<file path="config.mk">
export PLATFORM = sky130hd
export DESIGN_NAME = sleep_scheduler_flat
export DESIGN_NICKNAME = d
export VERILOG_FILES = /design/src/rtl/sleep_scheduler_pkg.sv /design/src/rtl/sleep_scheduler_if.sv /design/src/rtl/sleep_cmd_fifo.sv /design/src/rtl/sleep_scheduler.sv /design/src/flat_wrapper.sv
export SDC_FILE = /design/constraint.sdc
export NUM_CORES = 1
export LEC_CHECK = 0
export ABC_AREA = 1
export CAP_MARGIN = 30
export CORE_ASPECT_RATIO = 1.25
export CORE_MARGIN = 8
export CORE_UTILIZATION = 25
export CTS_CLUSTER_DIAMETER = 120
export CTS_CLUSTER_SIZE = 30
export DETAILED_ROUTE_END_ITERATION = 8
export PLACE_DENSITY_LB_ADDON = 0.3
export SYNTH_ARGS = -nofsm -noshare
export SYNTH_HDL_FRONTEND = slang
export SYNTH_HIERARCHICAL = 1
export SYNTH_SLANG_ARGS = --single-unit
</file>
<file path="constraint.sdc">
create_clock -name sclk -period 6.5 [get_ports sclk]
set_input_delay 0.65 -clock sclk [delete_from_list [all_inputs] [get_ports sclk]]
set_output_delay 0.65 -clock sclk [all_outputs]
set_load 0.1 [all_outputs]
</file>
<file path="src/rtl/sleep_scheduler_pkg.sv">
// -----------------------------------------------------------------------------
// sleep_pkg
// Shared definitions for the sleep scheduler: field widths, the command record
// stored in the FIFO, the scheduler state encoding and the countdown length
// helper. The countdown length must match the one the downstream clock-wait
// stage runs, so it lives here in one place.
// -----------------------------------------------------------------------------
package sleep_pkg;

    localparam int VALUE_W = 16;
    localparam int DIV_W   = 5;
    localparam int COUNT_W = 21;
    localparam int CMD_W   = VALUE_W + DIV_W;

    typedef enum logic [1:0] {
        IDLE = 2'd0,
        LOAD = 2'd1,
        WAIT = 2'd2,
        DONE = 2'd3
    } sleep_state_e;

    typedef struct packed {
        logic [VALUE_W-1:0] value;
        logic [DIV_W-1:0]   divider;
    } sleep_cmd_t;

    // value*(divider+1)+1. The largest result is 65535*32+1 = 2 097 121,
    // which fits in COUNT_W bits, so the truncating multiply is exact.
    function automatic logic [COUNT_W-1:0] sleep_count(
        input logic [VALUE_W-1:0] v,
        input logic [DIV_W-1:0]   d
    );
        logic [COUNT_W-1:0] ticks;
        ticks = COUNT_W'(d) + COUNT_W'(1);
        return COUNT_W'(v) * ticks + COUNT_W'(1);
    endfunction

endpackage

</file>
<file path="src/rtl/sleep_scheduler_if.sv">
// -----------------------------------------------------------------------------
// sleep_scheduler_if
// Command handshake between the control unit and the sleep scheduler.
//   cmd_valid   : control unit offers a command
//   cmd_ready   : scheduler accepts it on the edge where valid & ready
//   cmd_value   : sleep length in divided ticks
//   cmd_divider : tick divider, one tick = divider+1 clock cycles
// Modports: master = control unit, slave = scheduler.
// -----------------------------------------------------------------------------
interface sleep_scheduler_if;
    import sleep_pkg::*;

    logic               cmd_valid;
    logic               cmd_ready;
    logic [VALUE_W-1:0] cmd_value;
    logic [DIV_W-1:0]   cmd_divider;

    modport master (
        output cmd_valid,
        output cmd_value,
        output cmd_divider,
        input  cmd_ready
    );

    modport slave (
        input  cmd_valid,
        input  cmd_value,
        input  cmd_divider,
        output cmd_ready
    );

endinterface

</file>
<file path="src/rtl/sleep_cmd_fifo.sv">
// -----------------------------------------------------------------------------
// sleep_cmd_fifo
// Synchronous FIFO for sleep commands with a one-entry look-ahead.
//   clk_i    : clock, rising edge
//   rst_i    : synchronous active-high reset (empties the FIFO)
//   flush_i  : synchronous flush, wins over push and pop
//   push_i   : write wdata_i (ignored when full)
//   pop_i    : drop the head entry (ignored when empty)
//   wdata_i  : entry to write
//   head_o   : oldest entry
//   next_o   : entry behind the head, lets the consumer start the next
//              command on the same edge it pops the current one
//   full_o, empty_o, level_o : occupancy status
// DEPTH must be a power of two so the pointers wrap naturally.
// -----------------------------------------------------------------------------
module sleep_cmd_fifo
    import sleep_pkg::*;
#(
    parameter int DEPTH = 2,
    parameter int WIDTH = CMD_W
) (
    input  logic                   clk_i,
    input  logic                   rst_i,
    input  logic                   flush_i,
    input  logic                   push_i,
    input  logic                   pop_i,
    input  logic [WIDTH-1:0]       wdata_i,
    output logic [WIDTH-1:0]       head_o,
    output logic [WIDTH-1:0]       next_o,
    output logic                   full_o,
    output logic                   empty_o,
    output logic [$clog2(DEPTH):0] level_o
);

    localparam int AW = $clog2(DEPTH);
    localparam int LW = AW + 1;

    logic [WIDTH-1:0] mem_q [DEPTH];
    logic [AW-1:0]    wr_ptr_q, wr_ptr_d;
    logic [AW-1:0]    rd_ptr_q, rd_ptr_d;
    logic [AW-1:0]    rd_next;
    logic [LW-1:0]    level_q, level_d;
    logic             push_ok, pop_ok;

    assign full_o  = (level_q == LW'(DEPTH));
    assign empty_o = (level_q == '0);
    assign level_o = level_q;

    assign push_ok = push_i && !full_o;
    assign pop_ok  = pop_i && !empty_o;

    assign rd_next = rd_ptr_q + AW'(1);
    assign head_o  = mem_q[rd_ptr_q];
    assign next_o  = mem_q[rd_next];

    always_comb begin
        wr_ptr_d = wr_ptr_q;
        rd_ptr_d = rd_ptr_q;
        level_d  = level_q;
        if (flush_i) begin
            wr_ptr_d = '0;
            rd_ptr_d = '0;
            level_d  = '0;
        end else begin
            if (push_ok) wr_ptr_d = wr_ptr_q + AW'(1);
            if (pop_ok)  rd_ptr_d = rd_next;
            case ({push_ok, pop_ok})
                2'b10:   level_d = level_q + LW'(1);
                2'b01:   level_d = level_q - LW'(1);
                default: level_d = level_q;
            endcase
        end
    end

    always_ff @(posedge clk_i) begin
        if (rst_i) begin
            wr_ptr_q <= '0;
            rd_ptr_q <= '0;
            level_q  <= '0;
        end else begin
            wr_ptr_q <= wr_ptr_d;
            rd_ptr_q <= rd_ptr_d;
            level_q  <= level_d;
        end
    end

    // Storage carries no reset; empty_o gates every use of it.
    always_ff @(posedge clk_i) begin
        if (push_ok && !flush_i) mem_q[wr_ptr_q] <= wdata_i;
    end

endmodule

</file>
<file path="src/rtl/sleep_scheduler.sv">
// -----------------------------------------------------------------------------
// sleep_scheduler
// Buffers timed-sleep commands from the control unit and hands them one at a
// time to the clock-wait stage, mirroring that stage's countdown so that the
// control unit sees a done pulse when the sleep ends.
//   sclk     : clock, rising edge
//   reset    : synchronous active-high reset
//   cmd      : command handshake (slave side)
//   wake     : 0 freezes LOAD/WAIT progress
//   abort    : flush FIFO and cancel the active command
//   sleep    : one-cycle load strobe (held while wake=0 in LOAD)
//   value    : value of the current command
//   divider  : divider of the current command
//   busy     : a command is being processed
//   done     : one-cycle pulse on normal completion
//   aborted  : one-cycle pulse when abort cancelled real work
//   level    : FIFO occupancy (includes the command being processed)
// The active command stays at the FIFO head until its DONE cycle.
// -----------------------------------------------------------------------------
module sleep_scheduler
    import sleep_pkg::*;
#(
    parameter int DEPTH = 2
) (
    input  logic                   sclk,
    input  logic                   reset,
    sleep_scheduler_if.slave       cmd,
    input  logic                   wake,
    input  logic                   abort,
    output logic                   sleep,
    output logic [VALUE_W-1:0]     value,
    output logic [DIV_W-1:0]       divider,
    output logic                   busy,
    output logic                   done,
    output logic                   aborted,
    output logic [$clog2(DEPTH):0] level
);

    localparam int LW = $clog2(DEPTH) + 1;

    sleep_state_e       state_q;
    logic [COUNT_W-1:0] count_q;
    logic               sleep_q, busy_q, done_q, aborted_q;
    logic [VALUE_W-1:0] value_q;
    logic [DIV_W-1:0]   divider_q;

    sleep_cmd_t         push_cmd, head_cmd, next_cmd;
    logic               fifo_full, fifo_empty;
    logic [LW-1:0]      fifo_level;
    logic               push, pop;
    logic [COUNT_W-1:0] count_init;

    // abort blocks acceptance so a command offered in the abort cycle is
    // never pushed into the FIFO that is being flushed.
    assign cmd.cmd_ready = !fifo_full && !abort;
    assign push          = cmd.cmd_valid && cmd.cmd_ready;
    assign pop           = (state_q == DONE) && !abort;

    assign push_cmd.value   = cmd.cmd_value;
    assign push_cmd.divider = cmd.cmd_divider;

    assign count_init = sleep_count(value_q, divider_q);

    sleep_cmd_fifo #(
        .DEPTH (DEPTH),
        .WIDTH (CMD_W)
    ) u_fifo (
        .clk_i   (sclk),
        .rst_i   (reset),
        .flush_i (abort),
        .push_i  (push),
        .pop_i   (pop),
        .wdata_i (push_cmd),
        .head_o  (head_cmd),
        .next_o  (next_cmd),
        .full_o  (fifo_full),
        .empty_o (fifo_empty),
        .level_o (fifo_level)
    );

    always_ff @(posedge sclk) begin
        if (reset) begin
            state_q   <= IDLE;
            count_q   <= '0;
            sleep_q   <= 1'b0;
            busy_q    <= 1'b0;
            done_q    <= 1'b0;
            aborted_q <= 1'b0;
            value_q   <= '0;
            divider_q <= '0;
        end else if (abort) begin
            // value/divider are intentionally left holding the last command.
            state_q   <= IDLE;
            count_q   <= '0;
            sleep_q   <= 1'b0;
            busy_q    <= 1'b0;
            done_q    <= 1'b0;
            aborted_q <= (state_q != IDLE) || !fifo_empty;
        end else begin
            done_q    <= 1'b0;
            aborted_q <= 1'b0;
            case (state_q)
                IDLE: begin
                    if (!fifo_empty) begin
                        state_q   <= LOAD;
                        value_q   <= head_cmd.value;
                        divider_q <= head_cmd.divider;
                        sleep_q   <= 1'b1;
                        busy_q    <= 1'b1;
                    end
                end
                LOAD: begin
                    if (wake) begin
                        state_q <= WAIT;
                        count_q <= count_init;
                        sleep_q <= 1'b0;
                    end
                end
                WAIT: begin
                    if (wake) begin
                        if (count_q == COUNT_W'(1)) begin
                            state_q <= DONE;
                            done_q  <= 1'b1;
                        end else begin
                            count_q <= count_q - COUNT_W'(1);
                        end
                    end
                end
                DONE: begin
                    // The head is popped on this edge; a second entry goes
                    // straight to LOAD so back-to-back sleeps have no gap.
                    if (fifo_level > LW'(1)) begin
                        state_q   <= LOAD;
                        value_q   <= next_cmd.value;
                        divider_q <= next_cmd.divider;
                        sleep_q   <= 1'b1;
                    end else begin
                        state_q <= IDLE;
                        busy_q  <= 1'b0;
                    end
                end
                default: begin
                    state_q <= IDLE;
                    busy_q  <= 1'b0;
                end
            endcase
        end
    end

    assign sleep   = sleep_q;
    assign value   = value_q;
    assign divider = divider_q;
    assign busy    = busy_q;
    assign done    = done_q;
    assign aborted = aborted_q;
    assign level   = fifo_level;

endmodule
</file>
<file path="src/flat_wrapper.sv">
// flat-port wrapper written by rule: the top's interface ports become plain ports
module sleep_scheduler_flat import sleep_pkg::*;
#(
    parameter int DEPTH = 2
)
  (sclk, reset, wake, abort, sleep, value, divider, busy, done, aborted, level, cmd_cmd_valid, cmd_cmd_value, cmd_cmd_divider, cmd_cmd_ready);
  sleep_scheduler_if cmd_i ();
  input  logic sclk;
  input  logic reset;
  input  logic wake;
  input  logic abort;
  output logic sleep;
  output logic [VALUE_W-1:0] value;
  output logic [DIV_W-1:0] divider;
  output logic busy;
  output logic done;
  output logic aborted;
  output logic [$clog2(DEPTH):0] level;
  input wire logic [$bits(cmd_i.cmd_valid)-1:0] cmd_cmd_valid;
  input wire logic [$bits(cmd_i.cmd_value)-1:0] cmd_cmd_value;
  input wire logic [$bits(cmd_i.cmd_divider)-1:0] cmd_cmd_divider;
  output wire logic [$bits(cmd_i.cmd_ready)-1:0] cmd_cmd_ready;
  assign cmd_i.cmd_valid = cmd_cmd_valid;
  assign cmd_i.cmd_value = cmd_cmd_value;
  assign cmd_i.cmd_divider = cmd_cmd_divider;
  assign cmd_cmd_ready = cmd_i.cmd_ready;
  sleep_scheduler #(.DEPTH(DEPTH)) u_core (.sclk(sclk), .reset(reset), .cmd(cmd_i), .wake(wake), .abort(abort), .sleep(sleep), .value(value), .divider(divider), .busy(busy), .done(done), .aborted(aborted), .level(level));
endmodule
</file>
==> results of run 1 <==
report_power, final:
group | switching (W) | total (W) | leakage, nW | internal, W
combinational | 0.000180 | 0.000262 | 3.36 | 0.0000815
clock | 0.000274 | 0.000547 | 0.149 | 0.000273
sequential | 0.0000168 | 0.000655 | 0.810 | 0.000638
total | 0.000471 | 0.00146 | 4.32 | 0.000993
metrics by stage:
| step | util | hold WS, ns | power, W |
|---|---|---|---|
| after floorplan | - | 0.479 | 0.000853 |
| after global placement | 0.281 | 0.500 | 0.000929 |
| after detailed placement | 0.284 | 0.513 | 0.000932 |
| after CTS | 0.293 | 0.528 | 0.00149 |
| after global routing | 0.293 | 0.552 | 0.00153 |
| final | 0.293 | 0.519 | 0.00146 |
state kept, by name, summed over array words and instances, names as in the netlist, 2 cells and up, named ones only:
register / cells
u_core/u_fifo/mem_q: 42
u_core/count_q: 21
u_core/value: 16
u_core/divider: 5
u_core/state_q: 2
u_core/u_fifo/level_o: 2
per-layer routing:
| layer | up-vias | global-route usage | part of all wire |
|---|---|---|---|
| li1 | 3603 | - | - |
| met1 | 3173 | 0.123 | 0.44 |
| met2 | 85 | 0.205 | 0.52 |
| met3 | 30 | 0.0161 | 0.023 |
| met4 | 0 | 0.0337 | 0.021 |
| met5 | - | 0 | 0 |
cells in the final DEF, fill, tap and decap left out, types with 9 or more instances in the layout:
cell type                           n
sky130_fd_sc_hd__nand2_1          250
sky130_fd_sc_hd__inv_1            193
sky130_fd_sc_hd__nor2_1           183
sky130_fd_sc_hd__a21oi_1           96
sky130_fd_sc_hd__fa_1              56
sky130_fd_sc_hd__o21ai_0           54
sky130_fd_sc_hd__clkdlybuf4s50_1   53
sky130_fd_sc_hd__dfxtp_1           53
sky130_fd_sc_hd__edfxtp_1          42
sky130_fd_sc_hd__nand3_1           41
sky130_fd_sc_hd__ha_1              41
sky130_fd_sc_hd__o21ai_1           25
sky130_fd_sc_hd__xor2_1            11
sky130_fd_sc_hd__clkbuf_16          9
worst max path at each step:
stage,to,slack (ns),cells past startpoint
2_1_floorplan,u_core/count_q[20]$_SDFFE_PP0P_,1.50,20
3_3_place_gp,u_core/count_q[11]$_SDFFE_PP0P_,1.64,19
3_5_place_dp,u_core/count_q[11]$_SDFFE_PP0P_,1.56,19
4_1_cts,u_core/count_q[11]$_SDFFE_PP0P_,1.54,19
5_1_grt,u_core/count_q[11]$_SDFFE_PP0P_,1.14,19
6_report,u_core/count_q[11]$_SDFFE_PP0P_,1.55,19
cell type report:
| type | instances | area, µm² | area share |
|---|---|---|---|
| Tap cell | 412 | 515 | 0.0554 |
| Clock inverter | 7 | 77.6 | 0.00834 |
| Timing Repair Buffer | 61 | 658 | 0.0708 |
| Sequential cell | 95 | 2320 | 0.250 |
| Clock buffer | 9 | 225 | 0.0242 |
| Multi-Input combinational cell | 801 | 4770 | 0.513 |
| Inverter | 195 | 732 | 0.0787 |
critical path, cell delays in order (launching register included):
cell and delay [ns]:
sky130_fd_sc_hd__dfxtp_1 0.80, sky130_fd_sc_hd__nand3_1 0.26, sky130_fd_sc_hd__nor2_1 0.29, sky130_fd_sc_hd__inv_1 0.25, sky130_fd_sc_hd__nor2_1 0.20, sky130_fd_sc_hd__fa_1 0.44
sky130_fd_sc_hd__fa_1 0.54, sky130_fd_sc_hd__inv_1 0.05, sky130_fd_sc_hd__fa_1 0.52, sky130_fd_sc_hd__inv_1 0.04, sky130_fd_sc_hd__ha_1 0.34, sky130_fd_sc_hd__a21oi_1 0.31
sky130_fd_sc_hd__nand2_1 0.11, sky130_fd_sc_hd__nand2_1 0.07, sky130_fd_sc_hd__nand3_1 0.16, sky130_fd_sc_hd__xor2_1 0.20, sky130_fd_sc_hd__nand2_1 0.07, sky130_fd_sc_hd__nand3_1 0.08
sky130_fd_sc_hd__nand2_1 0.08, sky130_fd_sc_hd__inv_1 0.03
logic make-up after synthesis:
logic type | after synthesis | synth area share
DFF | 95 | 0.290
adders and majority gates | 97 | 0.204
AOI/OAI and AO/OA | 183 | 0.117
buffers and inverters | 231 | 0.114
and+or+nand+nor | 508 | 0.259
xor gates and xnor gates | 13 | 0.0142
==> reports/results.txt, run 1 <==
The insertion delay to the later sink of the worst-skew pair was 0.36 ns; the share of post-route cells with drive strength above 1 was 0.0342. Detailed routing inserted a total of 6,891 vias. The actual slew at the worst max-slew pin is 1.01 ns. Ranked by total cell area, the synthesized netlist is headed by sky130_fd_sc_hd__edfxtp_1 16%, sky130_fd_sc_hd__fa_1 14%, sky130_fd_sc_hd__dfxtp_1 13%, sky130_fd_sc_hd__nand2_1 12%, sky130_fd_sc_hd__inv_1 9.1%. The run gives 117 µV as the maximum vdd ir drop.

The CTS clock-pin slew for the worst setup and hold paths is 0.08 ns, and the number of filler instances in the final layout is 3,476. Summed over all failing endpoints, the final setup total negative slack is 0 ns. The weighted congestion reported at the end of routability-driven placement came out at 0.854.

The power density of the placed cells works out to 157 nW/µm². The number of enable-type register cells in the synthesized netlist was 42. The starting density of the core came out at 0.252. Flip-flop cell with the highest count after synthesis: sky130_fd_sc_hd__dfxtp_1. Of all nets on the critical path, the largest fanout is 20.

Setup slack closes at 1.55 ns. From left edge to right edge, the die measures 176 µm. The tools report the reported max-cap violation count as 0. The number of nets handed over by synthesis was 1,250. Data on the critical path arrives at its endpoint at 5.20 ns.

The number of antenna diodes in the final layout is 0. Synthesis inferred 95 register bits. The run gives 0 as the number of antenna violations at the first check in global routing. Once detail routing completed, the nets flagged for antenna violations numbered 0.

Area of the core: 31,700 µm². The total standard cell area after synthesis came out at 8000 µm². The total detailed-routing wirelength came out at 20,100 µm. The flow ran to the end, and the final reports show no timing, DRC or antenna violations. Cell type contributing the most total cell area after synthesis: sky130_fd_sc_hd__edfxtp_1. The run gives 0.325 as the worst max-slew margin expressed relative to the limit. The worst hold path terminates at u_core/state_q[0]$_SDFFE_PP0P_. TritonCTS built the clock tree. In the final routed layout, each cell accounts on average for 12.7 µm.

In this run the static leakage power is 4.32 nW. In this run the cell area measured after placement is 9000 µm². The max-slew violation total from the final report was 0. The run gives 0.202 GHz as the fmax. The tools report the buffer cell driving the clock tree root as sky130_fd_sc_hd__clkbuf_16.

Once detailed placement completed, the half-perimeter wirelength came to 16,000 µm. Counting instances in the post-synthesis netlist gives the leading cell types as 250 x sky130_fd_sc_hd__nand2_1, 193 x sky130_fd_sc_hd__inv_1, 184 x sky130_fd_sc_hd__nor2_1, 96 x sky130_fd_sc_hd__a21oi_1, 56 x sky130_fd_sc_hd__fa_1. The initialized floorplan defines 73 standard-cell rows. Synthesis produced a netlist whose cell count is 1,127. Buffers inserted during clock tree synthesis total 9. The first global-routing pass estimated 34,100 µm of wire. For this run, design rule violations remaining after detail routing come to 0. STA classifies the critical path endpoint as a flip-flop. The logs give 6 for the count of yosys warnings during synthesis and 7,099 for the via count of the first global-routing pass. By instance count, the leading cell after synthesis is sky130_fd_sc_hd__nand2_1.

Origin of the worst min-delay path: u_core/state_q[0]$_SDFFE_PP0P_. The hold-critical path depth is 2, and the clock tree skew after final layout is 0.0148 ns. The die extent in y was 216 µm; the number of clock sinks was 95. The run gives 54 as the number of I/O pins. The final cell count without fillers is 1,580. The worst register-to-register path has a setup slack of 1.55 ns.

The netlist uses 40 different library cells. Initial DRC count: 277. Category of the most critical setup path: flip-flop to flip-flop. Entering global routing, the biggest net connects 43 pins. The setup slack after placement was 1.56 ns; the minimum period implied by the final worst setup slack was 4.95 ns.

The number of hold-slack violations in the final timing report came out at 0. The tools report the sequential-to-total area share from yosys stat as 0.290. In this run, post-CTS repair resized a total of 0 instances. The die covers 38,000 µm². Post-CTS timing repair inserted 0 buffers for setup.

In this run the mean area of a mapped cell was 7.10 µm². The routed via count divided by cell count was 4.36; the number of buffers added on ports was 53. Top cell type's share of synthesized area: 0.158. The tools report the total number of nets in the final design as 1,286. The depth of the CTS H-tree is 3. The detailed-router iteration count before antenna repair was 4; the leftover overflow at the end of global routing was 0. Measured in cells, the most critical reg-to-reg path has a length of 19.

In this run the worst hold path is classified as flip-flop to flip-flop. Setup repair after global routing left no endpoint under its margin. The launch point of the worst path was u_core/divider[0]$_SDFFE_PP0P_.

Number of buffers between clock root and the deepest sink: 2. The startpoint identified for the worst register-to-register timing path is u_core/divider[0]$_SDFFE_PP0P_. Share of synthesized registers carrying an async set or reset: 0. The number of buffers inserted by hold repair at cts was 0; the area added between synthesis and finish was 16.3%.

Setup violations remaining at the end of the flow were counted as 0. At the worst endpoint, the required time is 6.76 ns. The endpoint identified for the worst register-to-register timing path is u_core/count_q[11]$_SDFFE_PP0P_.

The part of the cycle the worst path needs is 0.761. The combined global-route utilization of all metal layers was 0.109. In this run, placement finished with an instance count of 1,564. Once layout is done, the placed cells without fillers occupy 9300 µm².

Startpoint type of the worst setup path: a flip-flop.
No activity file was read; power rests on OpenSTA's default activity.
==> run 2: changes to the inputs <==
==> constraint.sdc (replaced) <==
create_clock -name sclk -period 4.9 [get_ports sclk]
set_input_delay 0.49 -clock sclk [delete_from_list [all_inputs] [get_ports sclk]]
set_output_delay 0.49 -clock sclk [all_outputs]
set_load 0.1 [all_outputs]
==> run 2 against run 1 <==
Net effect:
- sequential share of layout area grew 0.081 points
- clock power up 34%
- die area unchanged
- clock skew is 0.0019 ns lower
- global-route usage grew 0.12 points
- largest power group unchanged
- total power grew 33%
- critical path depth is the same
- routed wire length rose by 1.3%
- utilization is essentially flat
- largest cell class unchanged
- sequential power grew 33%
- design area fell by 0.11%
- highest routed layer unchanged
==> reports/results.txt, run 2 (same netlist as run 1, synthesis figures left out) <==
For this block, the via count after detailed routing is 6,868. The total overflow left after global routing is 0. The logs give 0.129 for the fraction of met1 tracks used by global routing and 5.19 ns for the data required time at the worst endpoint.

Clock skew on the completed layout was measured at 0.0129 ns. For the fmax, the log shows 0.223 GHz. The run gives 54 as the number of I/O pins. The layer flagged by global routing as most heavily used is met2. The total number of nets in the final design is 1,288, and the via count of the first global-routing pass is 7,027. The delay of the slowest cell on the worst path was 0.52 ns; the count of buffers added by post-CTS timing repair for setup was 0. TritonCTS built the clock tree. After routing, the total negative slack on setup checks comes to 0 ns. After detailed placement, the total cell area comes to 8980 µm². The run gives 0 as the number of buffers inserted by hold repair at cts.

Compared with the post-synthesis result, the final layout area differs by 16.1%. Leaving out fill and tap cells, the most frequent cells in the layout are 250 x sky130_fd_sc_hd__nand2_1, 193 x sky130_fd_sc_hd__inv_1, 183 x sky130_fd_sc_hd__nor2_1, 96 x sky130_fd_sc_hd__a21oi_1, 56 x sky130_fd_sc_hd__fa_1. Total power for the finished layout comes to 0.00195 W. The part of the cycle the worst path needs came out at 0.916.

STA puts the critical path data arrival time at 4.78 ns. The met3 track demand over resource in global routing was 0.0183. Fill cells in the final layout number 3,476. The most repeated library cell on the critical path is sky130_fd_sc_hd__nor2_1. Starting density of the core: 0.252. The worst max-slew margin expressed relative to the limit is 0.318. The die covers 38,000 µm².

Setup repair after global routing left no endpoint under its margin. The leakage power is 4.33 nW. Routability-driven placement finished with a final weighted congestion of 0.868.

The signal on the critical path passes through ha_1 -> xor2_1 -> inv_1 -> nor2_1 -> fa_1 -> fa_1 -> inv_1 -> fa_1 -> inv_1 -> ha_1 -> a21oi_1 -> nor2_1 -> nor2_1 -> o21ai_1 -> nand2_1 -> nand2_1 -> nor2_1 -> nor3_1 -> nor2_1. The flow ran to the end, and the final reports show no timing, DRC or antenna violations. The finished cells cover 9290 µm². Path class of the lowest-slack min-delay path: flip-flop to flip-flop. Dividing the detail-routed via count by the number of cells gives 4.34. Entering global routing, the biggest net connects 43 pins. For the worst-skew pair, the clock arrives at the later sink with an insertion delay of 0.36 ns. The maximum vdd ir drop was 149 µV. The repair_antennas step left the layout with diodes totalling 0. The floorplan has 73 rows.

In this run the deepest clock path goes through 2 buffers. For this run, the detailed router's first-pass iteration total came to 5. Grouping stages by cell kind, the critical path spends the most delay in adder cells. The critical path contains buffers and inverters numbering 3 combined.

The number of buffers added on ports was 53; the met2 global-route usage was 0.199. Along the worst path, the maximum fanout reaches 20. Hold is met by 0.514 ns. The routed length per placed instance was 12.9 µm; the depth of the CTS H-tree was 3. The startpoint type of the worst setup path was a flip-flop. By startpoint and endpoint, the worst setup path is classified as flip-flop to flip-flop. The final antenna-violating net count was 0; the number of failing setup endpoints in the final timing report was 0. The element type at the critical path end is a flip-flop. Wires add up to 20,400 µm. For the wire length of the first global-routing pass, the log shows 34,400 µm. The max-slew violation total from the final report was 0; the number of clock sinks was 95. The floorplan step set the die height to 216 µm. The slowest stage of the critical path belongs to the cell sky130_fd_sc_hd__fa_1. The floorplan step set the die width to 176 µm. Across the whole layout, storage elements account for 2330 µm².

The number of antenna violations at the first check in global routing was 0; the actual slew at the worst max-slew pin was 1.02 ns. The initial DRC count is 308, and the number of buffers created by CTS is 9. For this run, design rule violations remaining after detail routing come to 0.

The post-route core utilization is 0.293, and the number of hold-slack violations in the final timing report is 0. The multi-input combinational cells in the finished layout cover a total of 4770 µm². The area of the core is 31,700 µm², and the power density of the placed cells is 210 nW/µm².

Summed over all nets, the half-perimeter wirelength after detailed placement is 16,200 µm. The tools report the buffer cell driving the clock tree root as sky130_fd_sc_hd__clkbuf_16. The CTS clock-pin slew for the worst setup and hold paths was 0.08 ns; the combined global-route utilization of all metal layers was 0.110.

The share of post-route cells with drive strength above 1 came out at 0.0376. The reported max-cap violation count was 0. The register with the most flip-flops in the layout has 42 of them. The clock period could shrink to 4.49 ns. The commonest non-fill, non-tap cell in the layout is sky130_fd_sc_hd__nand2_1. The top register by number of flip-flops is u_core/u_fifo/mem_q.
## run 2: path summary, 6_finish.rpt
kind         cells after the start  slack, ns                        endpoint                      startpoint
max                             19       0.41  u_core/count_q[9]$_SDFFE_PP0P_  u_core/divider[0]$_SDFFE_PP0P_
min                              2       0.51  u_core/state_q[0]$_SDFFE_PP0P_  u_core/state_q[0]$_SDFFE_PP0P_
max reg2reg                     19       0.41  u_core/count_q[9]$_SDFFE_PP0P_  u_core/divider[0]$_SDFFE_PP0P_
min reg2reg                      2       0.51  u_core/state_q[0]$_SDFFE_PP0P_  u_core/state_q[0]$_SDFFE_PP0P_
## run 2: routing by layer
metal / up-vias / share of wire
met5: - / 0
met2: 105 / 0.50
met3: 29 / 0.030
met4: 0 / 0.023
li1: 3599 / -
met1: 3135 / 0.44
## run 2: timing repair
| item | 4_1_cts | 5_1_grt |
|---|---|---|
| resized for setup | 0 | 1 |
| endpoints found under the hold margin | 0 | 0 |
| endpoints found under the setup margin | 0 | 9 |
## run 2: cell type report
type                            instances  area share
Sequential cell                        95       0.250
Multi-Input combinational cell        801       0.513
Clock buffer                            9      0.0242
Tap cell                              412      0.0555
Clock inverter                          7     0.00781
Inverter                              195      0.0788
Timing Repair Buffer                   63      0.0698
## run 2: through the flow
stage | std cells | setup slack [ns]
floorplan | 1127 | 0.0501
global placement | 1562 | 0.376
detailed placement | 1565 | 0.298
CTS | 1581 | 0.275
global route | 1582 | 0.0115
finish | 1582 | 0.414
## run 2: power breakdown
part,switching (W),total (W),internal [W]
clock network,0.000372,0.000735,0.000363
logic,0.000238,0.000346,0.000108
registers,0.0000222,0.000869,0.000846
total,0.000632,0.00195,0.00132
## run 2: worst min-delay path, cell delays in order, from the launching register on
cell and delay [ns]:
sky130_fd_sc_hd__dfxtp_1 0.34, sky130_fd_sc_hd__nand2_1 0.07, sky130_fd_sc_hd__a21oi_1 0.05
